File: config.mk
export PLATFORM = sky130hd
export DESIGN_NAME = v810_bus_arb
export DESIGN_NICKNAME = d
export VERILOG_FILES = /design/src/rtl/v810_bus_arb.sv
export SDC_FILE = /design/constraint.sdc
export NUM_CORES = 1
export LEC_CHECK = 0
export CELL_PAD_IN_SITES_DETAIL_PLACEMENT = 1
export CELL_PAD_IN_SITES_GLOBAL_PLACEMENT = 1
export CORE_ASPECT_RATIO = 2
export CORE_UTILIZATION = 33
export DETAILED_ROUTE_END_ITERATION = 12
export MAX_ROUTING_LAYER = met4
export PLACE_DENSITY_LB_ADDON = 0.1
export SYNTH_ARGS = -nofsm -noshare
export SYNTH_HDL_FRONTEND = slang
export SYNTH_SLANG_ARGS = --single-unit
File: constraint.sdc
create_clock -name CLK -period 15.5 [get_ports CLK]
set_input_delay 3.1 -clock CLK [delete_from_list [all_inputs] [get_ports CLK]]
set_output_delay 3.1 -clock CLK [all_outputs]
set_load 0.05 [all_outputs]
File: src/rtl/v810_bus_arb.sv
// v810 bus arbiter: serialises instruction-fetch and data-access requests
// from the execution unit onto one bus-cycle request for the sequencer.
// Data wins ties until D_BURST_MAX consecutive data grants have been given
// while a fetch is waiting; the fetch is then forced through.
module v810_bus_arb #(
    parameter logic [1:0] ST_IFETCH   = 2'b11,
    parameter int         D_BURST_MAX = 4
) (
    input  logic        CLK,
    input  logic        RES,
    input  logic        CE,
    input  logic        IREQ,
    input  logic [31:0] IA,
    output logic        IACK,
    output logic [31:0] ID,
    input  logic        DREQ,
    input  logic [31:0] DA,
    input  logic [31:0] DD_I,
    input  logic [3:0]  DBE,
    input  logic        DWR,
    input  logic        DMRQ,
    input  logic [1:0]  DST,
    output logic        DACK,
    output logic [31:0] DD_O,
    output logic        BREQ,
    output logic [31:0] BA,
    output logic [31:0] BD_O,
    output logic [3:0]  BBE,
    output logic        BWR,
    output logic        BMRQ,
    output logic [1:0]  BST,
    input  logic        BACK,
    input  logic [31:0] BD_I
);

    localparam logic [3:0] BURST_MAX = 4'(D_BURST_MAX);

    typedef enum logic [1:0] {
        IDLE  = 2'd0,
        GNT_I = 2'd1,
        GNT_D = 2'd2,
        RESP  = 2'd3
    } state_t;

    state_t      state_q, state_d;
    logic [3:0]  cnt_q, cnt_d;
    logic        breq_q, breq_d;
    logic        iack_q, iack_d;
    logic        dack_q, dack_d;
    logic [31:0] id_q, id_d;
    logic [31:0] dd_q, dd_d;
    logic [31:0] ba_q, ba_d;
    logic [31:0] bd_q, bd_d;
    logic [3:0]  bbe_q, bbe_d;
    logic        bwr_q, bwr_d;
    logic        bmrq_q, bmrq_d;
    logic [1:0]  bst_q, bst_d;

    logic        pick_data;

    // Data wins unless a fetch is waiting and the data burst allowance is used up.
    assign pick_data = DREQ && (!IREQ || (cnt_q < BURST_MAX));

    // Next-state, grant latching and completion handling; everything holds when CE=0.
    always_comb begin
        state_d = state_q;
        cnt_d   = cnt_q;
        breq_d  = breq_q;
        iack_d  = iack_q;
        dack_d  = dack_q;
        id_d    = id_q;
        dd_d    = dd_q;
        ba_d    = ba_q;
        bd_d    = bd_q;
        bbe_d   = bbe_q;
        bwr_d   = bwr_q;
        bmrq_d  = bmrq_q;
        bst_d   = bst_q;
        if (CE) begin
            unique case (state_q)
                IDLE: begin
                    if (pick_data) begin
                        state_d = GNT_D;
                        // A data grant with no fetch waiting starts a fresh burst of one.
                        cnt_d   = IREQ ? (cnt_q + 4'd1) : 4'd1;
                        breq_d  = 1'b1;
                        ba_d    = DA;
                        bd_d    = DD_I;
                        bbe_d   = DBE;
                        bwr_d   = DWR;
                        bmrq_d  = DMRQ;
                        bst_d   = DST;
                    end else if (IREQ) begin
                        state_d = GNT_I;
                        cnt_d   = 4'd0;
                        breq_d  = 1'b1;
                        ba_d    = IA;
                        bd_d    = 32'd0;
                        bbe_d   = 4'hF;
                        bwr_d   = 1'b0;
                        bmrq_d  = 1'b1;
                        bst_d   = ST_IFETCH;
                    end
                end
                GNT_I, GNT_D: begin
                    if (BACK) begin
                        state_d = RESP;
                        breq_d  = 1'b0;
                        if (state_q == GNT_I) begin
                            id_d   = BD_I;
                            iack_d = 1'b1;
                        end else begin
                            dd_d   = BD_I;
                            dack_d = 1'b1;
                        end
                    end
                end
                RESP: begin
                    // Requests are not sampled here; a held REQ is seen again in IDLE.
                    state_d = IDLE;
                    iack_d  = 1'b0;
                    dack_d  = 1'b0;
                end
                default: state_d = IDLE;
            endcase
        end
    end

    // State and output registers, cleared immediately by RES.
    always_ff @(posedge CLK or posedge RES) begin
        if (RES) begin
            state_q <= IDLE;
            cnt_q   <= 4'd0;
            breq_q  <= 1'b0;
            iack_q  <= 1'b0;
            dack_q  <= 1'b0;
            id_q    <= 32'd0;
            dd_q    <= 32'd0;
            ba_q    <= 32'd0;
            bd_q    <= 32'd0;
            bbe_q   <= 4'd0;
            bwr_q   <= 1'b0;
            bmrq_q  <= 1'b0;
            bst_q   <= 2'd0;
        end else begin
            state_q <= state_d;
            cnt_q   <= cnt_d;
            breq_q  <= breq_d;
            iack_q  <= iack_d;
            dack_q  <= dack_d;
            id_q    <= id_d;
            dd_q    <= dd_d;
            ba_q    <= ba_d;
            bd_q    <= bd_d;
            bbe_q   <= bbe_d;
            bwr_q   <= bwr_d;
            bmrq_q  <= bmrq_d;
            bst_q   <= bst_d;
        end
    end

    assign BREQ = breq_q;
    assign IACK = iack_q;
    assign DACK = dack_q;
    assign ID   = id_q;
    assign DD_O = dd_q;
    assign BA   = ba_q;
    assign BD_O = bd_q;
    assign BBE  = bbe_q;
    assign BWR  = bwr_q;
    assign BMRQ = bmrq_q;
    assign BST  = bst_q;

endmodule

* Yosys cells after proc, flatten, opt, wreduce, memory -nomap -nowiden
Cells that the tools add are included.
** Storage, ports and cells
- Register bits after elaboration :: 145
- Input bits :: 142
- Output and inout port bits :: 139
- Logic and storage cells :: 66
** Cells by class
- Add/subtract/negate cells :: 1
- Magnitude comparators :: 1
- Equal/unequal tests :: 7
- Muxes and demuxes :: 28
- Bitwise gates (word level) :: 1
- Reduce and logical (&&, ||, !) cells :: 15
** Operators by type and width (number)
- 32-bit 2-to-1 mux :: 4
- 4-bit 2-to-1 mux :: 5
- 4-bit AND reduction :: 5
- 1-bit 2-to-1 mux :: 10
- 2-bit 2-to-1 mux :: 5
- 2-bit inequality test (second input constant) :: 3
- 1-bit case mux with 2 select lines :: 3
- 2-bit case mux with 3 select lines :: 1
- 3-bit AND reduction :: 2
- 2-bit nonzero test :: 3
- 4-bit by 1-bit adder with 4-bit output (second input constant) :: 1
- 2-bit equality test (second input constant) :: 2
- 4-bit by 3-bit less-than comparator with 1-bit output (second input constant) :: 1
- 3-bit inequality test (second input constant) :: 1
- 2-bit by 1-bit equality test with 1-bit output (second input constant) :: 1
- 2-bit logical NOT :: 1
- 2-bit OR reduction :: 1
- 1-bit logical AND :: 1
- 1-bit logical NOT :: 1
- 1-bit logical OR :: 1
- 1-bit NOT :: 1

* Logic depth before layout (Yosys ltp)
Gate-level depths: netlist (run 1).
- Word-level depth :: 5
- Gate-level depth with buffers :: 9
- Mapped depth without buffers :: 5

* Least setup slack after synthesis (run 1)
OpenSTA, ideal clock, no wires.
- Path type :: input port to flip-flop
- Start :: input IREQ
- End :: register ba_q[10] (netlist: BA[10])
- Setup time :: 131 ps
- Arrival time :: 4021 ps
- Data required time :: 15369 ps
- Setup slack :: 11348 ps
- Stages on the path :: 7
- Buffers on the path :: 4
- Cells stage by stage :: buf_4 o211a_1 buf_2 buf_6 buf_2 nand4_1 o211ai_1
** Between the ends
- Word-level cells in the longest chain between the ends :: 5
- Elaborated cells between the ends (all ways) :: 6
- Those cells by class :: mux: 1; reduce/logical: 5
** Ends and longest elaborated chain
- from (decl) :: RTL line 12 : input logic IREQ,
- 1-bit logical NOT :: RTL line 62 : assign pick_data = DREQ && (!IREQ || (cnt_q < BURST_MAX));
- 1-bit logical OR :: RTL line 62
- 1-bit logical AND :: RTL line 62
- 2-bit nonzero test (no source line)
- 3-bit AND reduction (no source line)
- to (signal assigned) :: RTL line 139 : ba_q <= 32'd0;
- to (signal assigned) :: RTL line 153 : ba_q <= ba_d;
- to (decl) :: RTL line 52 : logic [31:0] ba_q, ba_d;
Several ways; a longest one is shown, not always the timed one.
A chain may end at the register's enable or synchronous reset.

* Worst setup path in the final report (run 1)
- Start :: input IREQ
- End :: register bd_q[27] (netlist: BD_O[27])
** Between the ends
- Word-level cells in the longest chain between the ends :: 5
- Elaborated cells between the ends (all ways) :: 6
- Those cells by class :: mux: 1; reduce/logical: 5
** Ends and longest elaborated chain
- 1-bit logical NOT :: RTL line 62
- 1-bit logical OR :: RTL line 62
- 1-bit logical AND :: RTL line 62
- 2-bit nonzero test (no source line)
- 3-bit AND reduction (no source line)
- to (signal assigned) :: RTL line 140 : bd_q <= 32'd0;
- to (signal assigned) :: RTL line 154 : bd_q <= bd_d;
- to (decl) :: RTL line 53 : logic [31:0] bd_q, bd_d;
Several ways; a longest one is shown, not always the timed one.

==> impl_metrics.csv, run 1 <==
group,metric,value,unit
clocking,cts_buffers,17,
place,io_buffers,280,
drt,antenna_left,0,
timing,period_minus_slack,5280,ps
synth,async_flop_share,100,%
synth,synth_most_common_cell,"dfrtp_1",
place,gp_congestion,0.768,
drt,drt-initial-drc-count,121,
power,p_per_area,250,mW/mm²
grt,antenna_found_initial,2,
timing,fmax,189,MHz
floorplan,chipHeight,194,µm
final_layout,n_fill_cell,1976,
final_layout,drive_gt1_share,5.02,%
drt,viasPerCell,5.05,
drt,wl,19800,µm
setup_path,start_kind,"input pin",
outcome,violations,"DRC",
floorplan,rows,70,
power,p_leak,0.00396,µW
timing,min_period_over_period,34.1,%
clocking,cts.sinks,145,
run,max_cap_viol_count,0,
final_layout,nets,950,
setup_path,cp_max_fo,38,
final_layout,synthToLayoutAreaGrowth,58.3,%
grt,grt_pass1_vias,5751,
floorplan,fp.dieW,98.1,µm
setup_path,r2r_slack,12720,ps
final_layout,fin_area,0.00965,mm²
drt,vias,5218,
synth,synth_largest_area_cell,"dfrtp_1",
clocking,path_clk_slew,60,ps
synth,synth_top_area_share,59.5,%
timing,relSlewSlack,20.1,%
timing,setup_viol,0,
grt,grt.total_usage,22.0,%
grt,grt_pass1_wl,31300,µm
clocking,cts_buffer_depth,2,
drt,detail_route.first_pass.iterations,10,
timing,slew_violations,0,
power,p_seq_share,27.0,%
place,detailed_place.area,0.00897,mm²
grt,grt_overflow,0,
synth,synth_warnings,0,
setup_path,arrival,5590,ps
floorplan,die_area,0.0191,mm²
place,dp_hpwl,13900,µm
floorplan,core-area,0.0182,mm²
synth,synthTopCellsByCount,"dfrtp_1, nand2_1, mux2_1, o21ai_1, nand4_1",
hold_path,hp-class,"register to register",
setup_path,endpoint_kind,"register",
outcome,status,"finished with violations",
timing,worst_pin_slew,1200,ps
synth,yosys_most_used_dff,"dfrtp_1",
synth,synth.area.top_cells,"dfrtp_1, mux2_1, nand2_1",
synth,synth_seq_area_share,59.5,%
clocking,hold_buffers,0,
clocking,cts_tree,"done",
synth,synth_area_per_cell,11.2,µm²
synth,syn_inst,546,
floorplan,initial_core_util,33.5,%
timing,tns,0,ps
power,peakVddDrop,0.0931,mV
power,netSwitchingFraction,46.2,%
power,p_switching,1110,µW
place,dp_slack,9760,ps
synth,yosys.cell_types.count,31,
power,p_int,1300,µW
timing,hold_viol,0,
drt,wl_per_cell,19.1,µm
synth,synthesis.area,0.00610,mm²
power,pwr-share-clk,19.4,%
synth,syn-num-nets,693,
grt,grt_start_max_net_pins,107,
power,combPwrFrac,53.6,%
setup_path,critical_path_required,15810,ps
synth,ys_seq_elements,145,
clocking,htreeDepth,4,
setup_path,path_class,"input pin to register",
timing,rsz0062_at_grt,"no",
clocking,postCtsSetupRepairBufs,0,
timing,setup_ws,10220,ps
drt,drc,18,
clocking,ctsResizeCount,0,
clocking,root_buffer,"clkbuf_16",
clocking,insertion_delay,420,ps
floorplan,io_pins,281,
timing,finalClockSkew,9.51,ps
synth,synth_edf_count,0,
final cells by class:
type,count,area (µm²),area share [%]
flip-flops and latches,145,3630,37.6
repair buffers,283,2820,29.2
multi-input cells,351,2230,23.1
clock buffers,22,464,4.81
well taps,216,270,2.80
clock inverters,10,205,2.13
inverters,5,23.8,0.246
diodes,2,5.00,0.0519
placed cells by master (no fill, tap or decap), types with 3 or more instances in the layout:
cell	instances
nand4_1	33
bufinv_16	6
a21oi_1	8
dfrtp_1	145
clkbuf_1	3
o211ai_1	32
o21ai_1	35
clkbuf_16	17
buf_4	3
ha_1	5
mux2_1	64
inv_1	4
nand2_1	135
clkdlybuf4s50_1	279
nor2_1	16
mux2i_1	3
stage by stage:
step / std cells / util [%] / total power (µW) / hold WS, ps
floorplan: 546 / - / 1490 / 459
global route: 1034 / 53.0 / 2530 / 506
CTS: 1032 / 52.9 / 2440 / 490
detailed placement: 1000 / 49.3 / 1970 / 475
global placement: 1000 / 49.3 / 1930 / 469
finish: 1034 / 53.0 / 2410 / 487
registers in the layout, indices dropped and copies added (netlist names), 2 cells and up:
register and cells:
BA 32, DD_O 32, cnt_q 4, BST 2, BBE 4, BD_O 32, state_q 2, ID 32
power by group through the flow:
stage	Combinational [µW]	Clock, µW	Sequential, µW
after floorplan	243	0	1240
after global placement	1280	0	645
after detailed placement	1310	0	659
after CTS	1310	479	654
after global routing	1360	496	674
final	1300	468	651
path summary, 6_finish.rpt:
check | cells past startpoint | endpoint | start
worst max-delay path | 4 | BD_O[27] | IREQ
worst min-delay path | 2 | BD_O[13] | BD_O[13]
min in group asynchronous | 2 | BA[17] | RES
max in group asynchronous | 3 | BA[21] | RES
worst min register to register | 2 | BD_O[13] | BD_O[13]
worst max register to register | 3 | BD_O[27] | cnt_q[2]
critical path: stages:
cell and delay [ps]:
clkdlybuf4s50_1 590, o21ai_4 470, nand2_1 990, o21ai_1 400
metal layers:
| layer | track usage [%] | share of wire [%] |
|---|---|---|
| met5 | - | 0 |
| met4 | 9.60 | 3.0 |
| met3 | 5.44 | 6.1 |
| met2 | 38.5 | 54 |
| met1 | 23.2 | 37 |
cell families after synthesis:
logic type      Yosys count  share of synthesized area (%)
buf+inv                  50                           4.37
mux                      68                           12.6
fa+ha+maj                 5                           1.03
compound gates           82                           8.43
simple gates            196                           14.1
flops                   145                           59.5
Power figures use the tool's default switching activity.
==> inputs of run 2 (changes only) <==
CORE_UTILIZATION = 31   (was 33)
clock period = 5.3 ns   (was 15.5 ns; I/O delays follow)
==> impl_metrics.csv, run 2 (same netlist as run 1, synthesis figures left out) <==
group,metric,value,unit
power,p_per_area,724,mW/mm²
grt,grt.total_usage,21.5,%
floorplan,io_pins,281,
drt,detail_route.first_pass.iterations,4,
clocking,cts_buffers,17,
power,peakVddDrop,0.247,mV
setup_path,path_class,"input pin to register",
drt,drt-initial-drc-count,99,
setup_path,critical_path_required,5590,ps
floorplan,chipHeight,200,µm
clocking,cts_buffer_depth,2,
grt,grt_overflow,0,
timing,relSlewSlack,20.4,%
hold_path,hold_depth,2,
timing,rsz0062_at_grt,"no",
grt,grt_start_max_net_pins,107,
clocking,ctsResizeCount,0,
floorplan,die_area,0.0203,mm²
timing,fmax,302,MHz
drt,wl_per_cell,18.6,µm
drt,drc,0,
final_layout,nets,953,
clocking,insertion_delay,420,ps
final_layout,synthToLayoutAreaGrowth,59.2,%
run,max_cap_viol_count,0,
timing,hold_viol,0,
drt,antenna_left,0,
place,io_buffers,280,
timing,finalClockSkew,9.93,ps
grt,grt_pass1_vias,6038,
clocking,cts.sinks,145,
setup_path,endpoint_kind,"register",
final_layout,layout_commonest_cell,"clkdlybuf4s50_1",
grt,grt_pass1_wl,32300,µm
drt,wl,20100,µm
drt,viasPerCell,4.83,
place,dp_hpwl,14700,µm
clocking,htreeDepth,4,
clocking,cts_tree,"done",
drt,vias,5205,
floorplan,initial_core_util,31.6,%
final_layout,mostFrequentLayoutCells,"clkdlybuf4s50_1, dfrtp_1, nand2_1",
clocking,root_buffer,"clkbuf_16",
power,p_leak,0.00396,µW
final_layout,n_fill_cell,2120,
timing,period_minus_slack,3320,ps
setup_path,cp_max_fo,38,
setup_path,r2r_cells,4,
clocking,hold_buffers,0,
floorplan,rows,72,
setup_path,arrival,3610,ps
timing,setup_viol,0,
floorplan,fp.dieW,101,µm
grt,antenna_found_initial,2,
timing,tns,0,ps
clocking,postCtsSetupRepairBufs,0,
clocking,path_clk_slew,60,ps
setup_path,start_kind,"input pin",
hold_path,hp-class,"register to register",
timing,worst_pin_slew,1190,ps
floorplan,core-area,0.0193,mm²
timing,min_period_over_period,62.6,%
outcome,status,"finished, final reports clean",
place,gp_congestion,0.766,
final_layout,drive_gt1_share,5.26,%
timing,slew_violations,0,
final_layout,final_core_util,50.3,%
[run 2: cell type report]
type	count	area (µm²)	area share, %
inverters	5	23.8	0.245
repair buffers	286	2840	29.3
flip-flops and latches	145	3630	37.4
clock inverters	9	179	1.84
well taps	259	324	3.34
clock buffers	21	470	4.85
diodes	2	5.00	0.0516
multi-input cells	351	2230	23.0
[run 2: critical path: stages]
cell and delay (ps):
clkdlybuf4s50_1 610, o21ai_4 470, and2_1 980, buf_4 350
o211ai_1 130
[run 2: per-layer routing]
layer / track usage (%) / vias to the layer above / wire length [µm]
met5: - / - / 0
met2: 39.4 / 191 / 11500
met4: 8.85 / 0 / 398
met3: 4.75 / 22 / 1130
met1: 21.3 / 2596 / 7070
li1: - / 2396 / -
[run 2: report_power, final]
group          switching (µW)  internal (µW)  total [µW]
sequential                280           1620        1900
combinational            2520           1270        3790
clock                     460            869        1330
total                    3260           3770        7030
[run 2: through the flow]
stage	std cells	power [µW]	hold slack (ps)	worst slack, ps	cell area, µm²
6_report	1078	7030	481	1980	9700
3_5_place_dp	1046	5760	474	1500	9050
2_1_floorplan	546	4350	459	345	6100
3_3_place_gp	1046	5660	469	1570	9050
5_1_grt	1078	7360	509	1800	9700
4_1_cts	1076	7120	489	1960	9700
[run 2: path summary, 6_finish.rpt]
check | start | endpoint | slack (ps)
setup / recovery | IREQ | BA[1] | 1980
hold / removal | BD_O[16] | BD_O[16] | 480
setup reg to reg | cnt_q[2] | BA[1] | 2490
hold reg to reg | BD_O[16] | BD_O[16] | 480
max in group asynchronous | RES | DD_O[10] | 3140
min in group asynchronous | RES | DD_O[20] | 1080
